**config.mk**
```make
export PLATFORM = sky130hd
export DESIGN_NAME = binary_up_counter
export DESIGN_NICKNAME = d
export VERILOG_FILES = /design/src/rtl/counter_pkg.sv /design/src/rtl/counter_next.sv /design/src/rtl/binary_up_counter.sv
export SDC_FILE = /design/constraint.sdc
export NUM_CORES = 1
export LEC_CHECK = 0
export BUFFER_PORTS_ARGS = -buffer_cell sky130_fd_sc_hd__buf_2
export CORE_AREA = 4 4 41 43
export CTS_CLUSTER_DIAMETER = 50
export DETAILED_ROUTE_END_ITERATION = 6
export DIE_AREA = 0 0 45 47
export SYNTH_ARGS = -nofsm -noshare
export SYNTH_HDL_FRONTEND = slang
export SYNTH_HIERARCHICAL = 1
export SYNTH_SLANG_ARGS = --single-unit
```
**constraint.sdc**
```tcl
create_clock -name clk -period 2.4 [get_ports clk]
set_clock_uncertainty 0.15 [all_clocks]
set_input_delay 0.48 -clock clk [delete_from_list [all_inputs] [get_ports clk]]
set_output_delay 0.48 -clock clk [all_outputs]
set_load 0.005 [all_outputs]
```
**src/rtl/counter_pkg.sv**
```systemverilog
// Shared types and helpers for the binary up-counter.
package counter_pkg;

    localparam int unsigned DEFAULT_WIDTH = 8;

    typedef logic [DEFAULT_WIDTH-1:0] count_t;

    // Mask with the low 'width' bits set; widths of 32 and above give a full word
    function automatic logic [31:0] all_ones(input int unsigned width);
        logic [31:0] mask_v;
        if (width >= 32) begin
            mask_v = 32'hFFFF_FFFF;
        end else begin
            mask_v = (32'd1 << width) - 32'd1;
        end
        return mask_v;
    endfunction

endpackage

```
**src/rtl/counter_next.sv**
```systemverilog
// Next-state logic for binary_up_counter: clear > load > enabled increment > hold.
// Defining COUNTER_SATURATE_EN makes the increment stop at all-ones instead of wrapping.
module counter_next
    import counter_pkg::*;
#(
    parameter int unsigned       WIDTH   = DEFAULT_WIDTH,
    parameter logic [WIDTH-1:0]  RST_VAL = {WIDTH{1'b0}}
) (
    input  logic [WIDTH-1:0] q,
    input  logic             en,
    input  logic             clr,
    input  logic             load,
    input  logic [WIDTH-1:0] load_val,
    output logic [WIDTH-1:0] next_q
);

    localparam logic [31:0]      ONES_WORD = all_ones(WIDTH);
    localparam logic [WIDTH-1:0] MAX_Q     = ONES_WORD[WIDTH-1:0];

    logic [WIDTH-1:0] inc_s;

    // Increment value, wrapping or saturating depending on the build
    always_comb begin
        inc_s = q + WIDTH'(1);
`ifdef COUNTER_SATURATE_EN
        if (q == MAX_Q) begin
            inc_s = MAX_Q;
        end else begin
            inc_s = q + WIDTH'(1);
        end
`else
        if (q == MAX_Q) begin
            inc_s = {WIDTH{1'b0}};
        end else begin
            inc_s = q + WIDTH'(1);
        end
`endif
    end

    // Priority select of the next count
    always_comb begin
        next_q = q;
        if (clr) begin
            next_q = RST_VAL;
        end else if (load) begin
            next_q = load_val;
        end else if (en) begin
            next_q = inc_s;
        end else begin
            next_q = q;
        end
    end

endmodule

```
**src/rtl/binary_up_counter.sv**
```systemverilog
// Synchronous binary up-counter with enable, load, clear and terminal count.
// Build option COUNTER_SATURATE_EN: increment saturates at all-ones.
module binary_up_counter
    import counter_pkg::*;
#(
    parameter int unsigned       WIDTH   = DEFAULT_WIDTH,
    parameter logic [WIDTH-1:0]  RST_VAL = {WIDTH{1'b0}}
) (
    input  logic             clk,
    input  logic             rst,
    input  logic             en,
    input  logic             clr,
    input  logic             load,
    input  logic [WIDTH-1:0] load_val,
    output logic [WIDTH-1:0] q,
    output logic             tc
);

    localparam logic [31:0]      ONES_WORD = all_ones(WIDTH);
    localparam logic [WIDTH-1:0] MAX_Q     = ONES_WORD[WIDTH-1:0];

    logic [WIDTH-1:0] count_r;
    logic [WIDTH-1:0] next_count_s;

    counter_next #(
        .WIDTH   (WIDTH),
        .RST_VAL (RST_VAL)
    ) u_next (
        .q        (count_r),
        .en       (en),
        .clr      (clr),
        .load     (load),
        .load_val (load_val),
        .next_q   (next_count_s)
    );

    // Count register; rst is active-low and acts immediately
    always_ff @(posedge clk or negedge rst) begin
        if (!rst) begin
            count_r <= RST_VAL;
        end else begin
            count_r <= next_count_s;
        end
    end

    assign q  = count_r;
    // Terminal count straight off the register, no extra stage
    assign tc = (count_r == MAX_Q);

endmodule

```
==> results of run 1 <==
==> through the flow <==
stage | std cells | cell area [um2] | setup slack [ps] | hold WS (ps)
floorplan | 56 | 488 | 820 | 34.4
global placement | 90 | 597 | 728 | 185
detailed placement | 90 | 597 | 706 | 187
CTS | 94 | 629 | 700 | 297
global route | 94 | 629 | 610 | 310
finish | 94 | 629 | 713 | 298
==> final cells by class <==
class	instances	area (um2)
timing repair buffer	22	115
inverter	2	7.51
clock buffer	3	22.5
sequential	8	200
tap	15	18.8
fill	134	672
multi-input combinational	44	265
==> logic make-up (layout without fill, tap and decap cells) <==
| logic type | Yosys count | after routing | synth area share |
|---|---|---|---|
| muxes | 1 | 1 | 0.0205 |
| AOI/OAI and AO/OA | 13 | 13 | 0.174 |
| DFF | 8 | 8 | 0.410 |
| xor gates and xnor gates | 5 | 5 | 0.0898 |
| buffers and inverters | 4 | 27 | 0.0462 |
| and+or+nand+nor | 24 | 24 | 0.233 |
| adders and majority gates | 1 | 1 | 0.0256 |
==> power by group <==
part | switching [W] | leakage [nW] | total [W] | internal [W]
clock | 0.0000452 | 0.0138 | 0.000102 | 0.0000572
sequential | 0.0000126 | 0.106 | 0.000156 | 0.000143
combinational | 0.0000268 | 0.192 | 0.0000529 | 0.0000261
==> worst max-delay path by stage <==
stage,from,end,slack [ps]
after floorplan,q[0]$_DFF_PN0_,q[5]$_DFF_PN0_,820
after CTS,q[3]$_DFF_PN0_,tc,700
final,q[3]$_DFF_PN0_,tc,710
after detailed placement,en,q[5]$_DFF_PN0_,710
after global routing,q[3]$_DFF_PN0_,tc,610
after global placement,en,q[5]$_DFF_PN0_,730
==> layer usage <==
| layer | track usage | up-vias |
|---|---|---|
| li1 | - | 248 |
| met1 | 0.173 | 216 |
| met2 | 0.229 | 15 |
| met3 | 0.0268 | 0 |
| met4 | 0.0526 | 0 |
| met5 | 0 | - |
==> worst register-to-register path, cell delays in order, from the launching register on <==
cell and delay [ps]:
dfrtp_1 410, ha_1 230, nand4_2 140, o31a_1 370, a32o_1 260
==> layout by cell type (no fill, tap or decap), types with 2 or more instances in the layout <==
cell / count
buf_2: 21
nor2_1: 8
dfrtp_1: 8
nand2_1: 8
a21oi_1: 5
nand4_1: 4
clkbuf_4: 3
xnor2_1: 3
inv_1: 2
o21ai_0: 2
xor2_1: 2
a22oi_1: 2
==> what timing repair did <==
item | CTS | global route
setup buffers | 0 | 0
hold endpoints to repair | 8 | 0
hold buffers | 1 | 0
==> results.ini, run 1 <==
[pwr]
finalPower_w = 0.000311
ir_worst_vdd_v = 0.000268
p_leak_nw = 0.311
power_density_mw_per_mm2 = 494

[floorplanning]
die_area_mm2 = 0.00212
dieHeight_um = 47
fp-row-count = 13
start_util = 0.375
die_w_um = 45
fp.coreArea_mm2 = 0.00130
pin_count = 22

[logic_synthesis]
synth_seq_cells = 8
syn-instance-count = 56
synthFlopType = dfrtp_1
synth.area.top_cells = dfrtp_1 41%, nand2_1 6.2%, nor2_1 6.2%
synth_nets = 70
synth_area_um2 = 488
synth_warnings = 6
synth_top_area_cell = dfrtp_1
syn_avg_cell_area_um2 = 8.71
yosysUniqueCellTypes = 22
synth-edff-count = 0
async_flop_share = 1.00
synth_commonest_cells = 8 x dfrtp_1, 8 x nand2_1, 8 x nor2_1, 5 x a21oi_1, 4 x nand4_1
yosysSeqAreaShare = 0.410
yosysTopAreaCellShare = 0.410

[sta]
finalCritPeriodShare = 0.703
rsz0062_at_grt = false
worst_slew_pin_slew_ps = 240
finalSetupViolCount = 0
fmaxAchievable_ghz = 0.593
tns_ps = 0
layout_min_cycle_time_ps = 1690
slew_violations = 0
slew_headroom = 0.840
final_hold_viol_count = 0

[cells_and_area]
final_core_util = 0.484
largest_reg_flops = 8
area_growth_pct = 29.0
fin_nets = 95
diodes = 0
drive_gt1_frac = 0.316

[detailed_routing]
first_pass_iters = 4
maxUsedRoutingLayer = met3
drtIter0Drc = 17
wl_mm = 1.22
via_count = 479
antenna_left = 0
drc_errors = 0
wl_per_cell_um = 12.9
dr_wl_met2_um = 615
drt-met1-wl_um = 511
routed_via_density = 5.10
wl_met3_um = 90

[setup_path]
timing.rr.start = q[0]$_DFF_PN0_
cp.buffers_inverters = 1
path_cells = nand4_1 -> nor2_1 -> buf_2
crit_path_max_fanout = 6
worst_ep_arrival_time_ps = 1060
critPathSlowestCell = dfrtp_1
cp_top_family = flip-flops
crit_required_ps = 1770
cp.depth = 3
crit-reg2reg-capture = q[5]$_DFF_PN0_
crit_type = register to primary output
r2r_cells = 4
startpoint_type = register
end_kind = primary output
critical_path.max_stage_delay_ps = 470
regToRegSetupSlack_ps = 740

[grt]
gr-total-overflow = 0
grt_max_degree = 9
grt_usage = 0.136
grt_pass1_wl_mm = 2.06
antenna_found_initial = 0
grt_pass1_vias = 440

[clock_network]
cts_buffers = 3
h-tree-depth = 1
clk_root_buffer_cell = clkbuf_4
cts_buffer_depth = 2
path_clk_slew_ps = 50
clock_latency_ps = 250
cts_resized = 0
cts.sinks = 8
cts_tree = done

[worst_hold_path]
hold_path.startpoint = load_val[5]
hold_depth = 2
hold_class = input port to register
whs_endpoint = q[5]$_DFF_PN0_

[placement]
io_buffers = 21
detailed_place_hpwl_um = 939
place.gp.congestion = 0.756

[run]
maxCapViolCount = 0

[status]
status = complete, no violations

(Power assumes the default switching activity.)
==> run 2: changes to the inputs <==
==> constraint.sdc (replaced) <==
create_clock -name clk -period 1.7 [get_ports clk]
set_clock_uncertainty 0.15 [all_clocks]
set_input_delay 0.34 -clock clk [delete_from_list [all_inputs] [get_ports clk]]
set_output_delay 0.34 -clock clk [all_outputs]
set_load 0.005 [all_outputs]
==> results.ini, run 2 (synthesized netlist as in run 1, its figures left out) <==
[status]
status = complete, no violations  ; unchanged

[grt]
grt_usage = 0.141  ; was 0.136
grt_max_degree = 9  ; unchanged
grt_pass1_vias = 468  ; was 440
grt_pass1_wl_mm = 2.02  ; was 2.06 mm
gr-total-overflow = 0  ; unchanged
antenna_found_initial = 0  ; unchanged

[detailed_routing]
maxUsedRoutingLayer = met4  ; was met3
drt-met1-wl_um = 557  ; was 511 um
routed_via_density = 5.19  ; was 5.10
dr_wl_met2_um = 627  ; was 615 um
wl_met3_um = 54  ; was 90 um
wl_per_cell_um = 12.9  ; about the same
drtIter0Drc = 8  ; was 17
first_pass_iters = 4  ; unchanged
antenna_left = 0  ; unchanged
via_count = 503  ; was 479
wl_mm = 1.25  ; was 1.22 mm
drc_errors = 0  ; unchanged

[floorplanning]
die_w_um = 45  ; unchanged
start_util = 0.375  ; unchanged
pin_count = 22  ; unchanged
dieHeight_um = 47  ; unchanged
die_area_mm2 = 0.00212  ; unchanged
fp-row-count = 13  ; unchanged
fp.coreArea_mm2 = 0.00130  ; unchanged

[placement]
detailed_place_hpwl_um = 980  ; was 939 um
io_buffers = 21  ; unchanged
place_ws_ps = 111  ; was 706 ps
place.gp.congestion = 0.746  ; was 0.756
place_inst = 93  ; was 90

[cells_and_area]
area_growth_pct = 33.6  ; was 29.0%
drive_gt1_frac = 0.341  ; was 0.316
seqCellArea_um2 = 200  ; unchanged
fin_nets = 98  ; was 95
largest_reg_flops = 8  ; unchanged
diodes = 0  ; unchanged
multi_input_area_um2 = 265  ; unchanged
nFillCells = 131  ; was 134
final_cell_mix = 21 x buf_2, 8 x nor2_1, 8 x dfrtp_1, 8 x nand2_1, 5 x a21oi_1  ; unchanged
final_common_cell = buf_2  ; unchanged
final_cells = 97  ; was 94

[worst_hold_path]
hold_class = input port to register  ; unchanged

[setup_path]
regToRegSetupSlack_ps = 90  ; was 740 ps
crit_required_ps = 1680  ; was 1770 ps
crit_type = register to register  ; was register to primary output
startpoint_type = register  ; unchanged
crit_path_max_fanout = 4  ; was 6
end_kind = register  ; was primary output
worst_ep_arrival_time_ps = 1590  ; was 1060 ps

[pwr]
power_density_mw_per_mm2 = 678  ; was 494 mW/mm2
finalPower_w = 0.000442  ; was 0.000311 W
ir_worst_vdd_v = 0.000417  ; was 0.000268 V
p_leak_nw = 0.327  ; was 0.311 nW

[run]
maxCapViolCount = 0  ; unchanged

[clock_network]
clk_root_buffer_cell = clkbuf_4  ; unchanged
cts_resized = 0  ; unchanged
cts.sinks = 8  ; unchanged
h-tree-depth = 1  ; unchanged
post-cts-setup-buffers = 0  ; unchanged
cts_tree = done  ; unchanged
path_clk_slew_ps = 50  ; about the same
ctsHoldBuffers = 1  ; unchanged
clock_latency_ps = 250  ; about the same
cts_buffer_depth = 2  ; unchanged
cts_buffers = 3  ; unchanged

[sta]
final_hold_viol_count = 0  ; unchanged
worst_slack_ps = 94.8  ; was 713 ps
rsz0062_at_grt = false  ; unchanged
layout_min_cycle_time_ps = 1610
worst_slew_pin_slew_ps = 259  ; was 240 ps
tns_ps = 0  ; unchanged
slew_violations = 0  ; unchanged
finalCritPeriodShare = 0.944
finalSetupViolCount = 0  ; unchanged
slew_headroom = 0.827  ; was 0.840
fmaxAchievable_ghz = 0.623

run 2: cell types whose count changed in the layout (fill, tap and decap cells not counted):
cell / previous run / this run
buf_4: 0 / 3
run 2: worst paths after layout:
check	startpoint	endpoint	depth (start not counted)
max	q[0]$_DFF_PN0_	q[5]$_DFF_PN0_	4
min	load_val[5]	q[5]$_DFF_PN0_	2
max reg2reg	q[0]$_DFF_PN0_	q[5]$_DFF_PN0_	4
min reg2reg	q[6]$_DFF_PN0_	q[6]$_DFF_PN0_	2
max in group asynchronous	rst	q[0]$_DFF_PN0_	2
min in group asynchronous	rst	q[4]$_DFF_PN0_	2
run 2: per-layer routing:
metal,global-route usage,vias to the layer above
met1,0.159,234
met5,0,-
li1,-,256
met3,0.0498,2
met4,0.0877,0
met2,0.229,11
run 2: critical path: stages (launching register included):
cell     delay (ps)
dfrtp_1         350
ha_1            210
nand4_2         130
o31a_1          380
a32o_1          270
run 2: area by class of cell:
class,count,share of cell area
timing repair buffer,25,0.211
inverter,2,0.0115
multi-input combinational,44,0.407
tap,15,0.0288
clock buffer,3,0.0345
sequential,8,0.307
run 2: where the power goes:
| group | switching, W | total, W | internal [W] |
|---|---|---|---|
| Sequential | 0.0000136 | 0.000216 | 0.000202 |
| Clock | 0.0000599 | 0.000140 | 0.0000805 |
| Combinational | 0.0000431 | 0.0000858 | 0.0000427 |
run 2: stage by stage:
step | hold slack [ps] | instance area, um2 | utilization
detailed placement | 44.4 | 619 | 0.476
finish | 169 | 652 | 0.501
global placement | 42.9 | 619 | 0.476
global route | 162 | 652 | 0.501
CTS | 157 | 652 | 0.501
floorplan | -106 | 488 | -
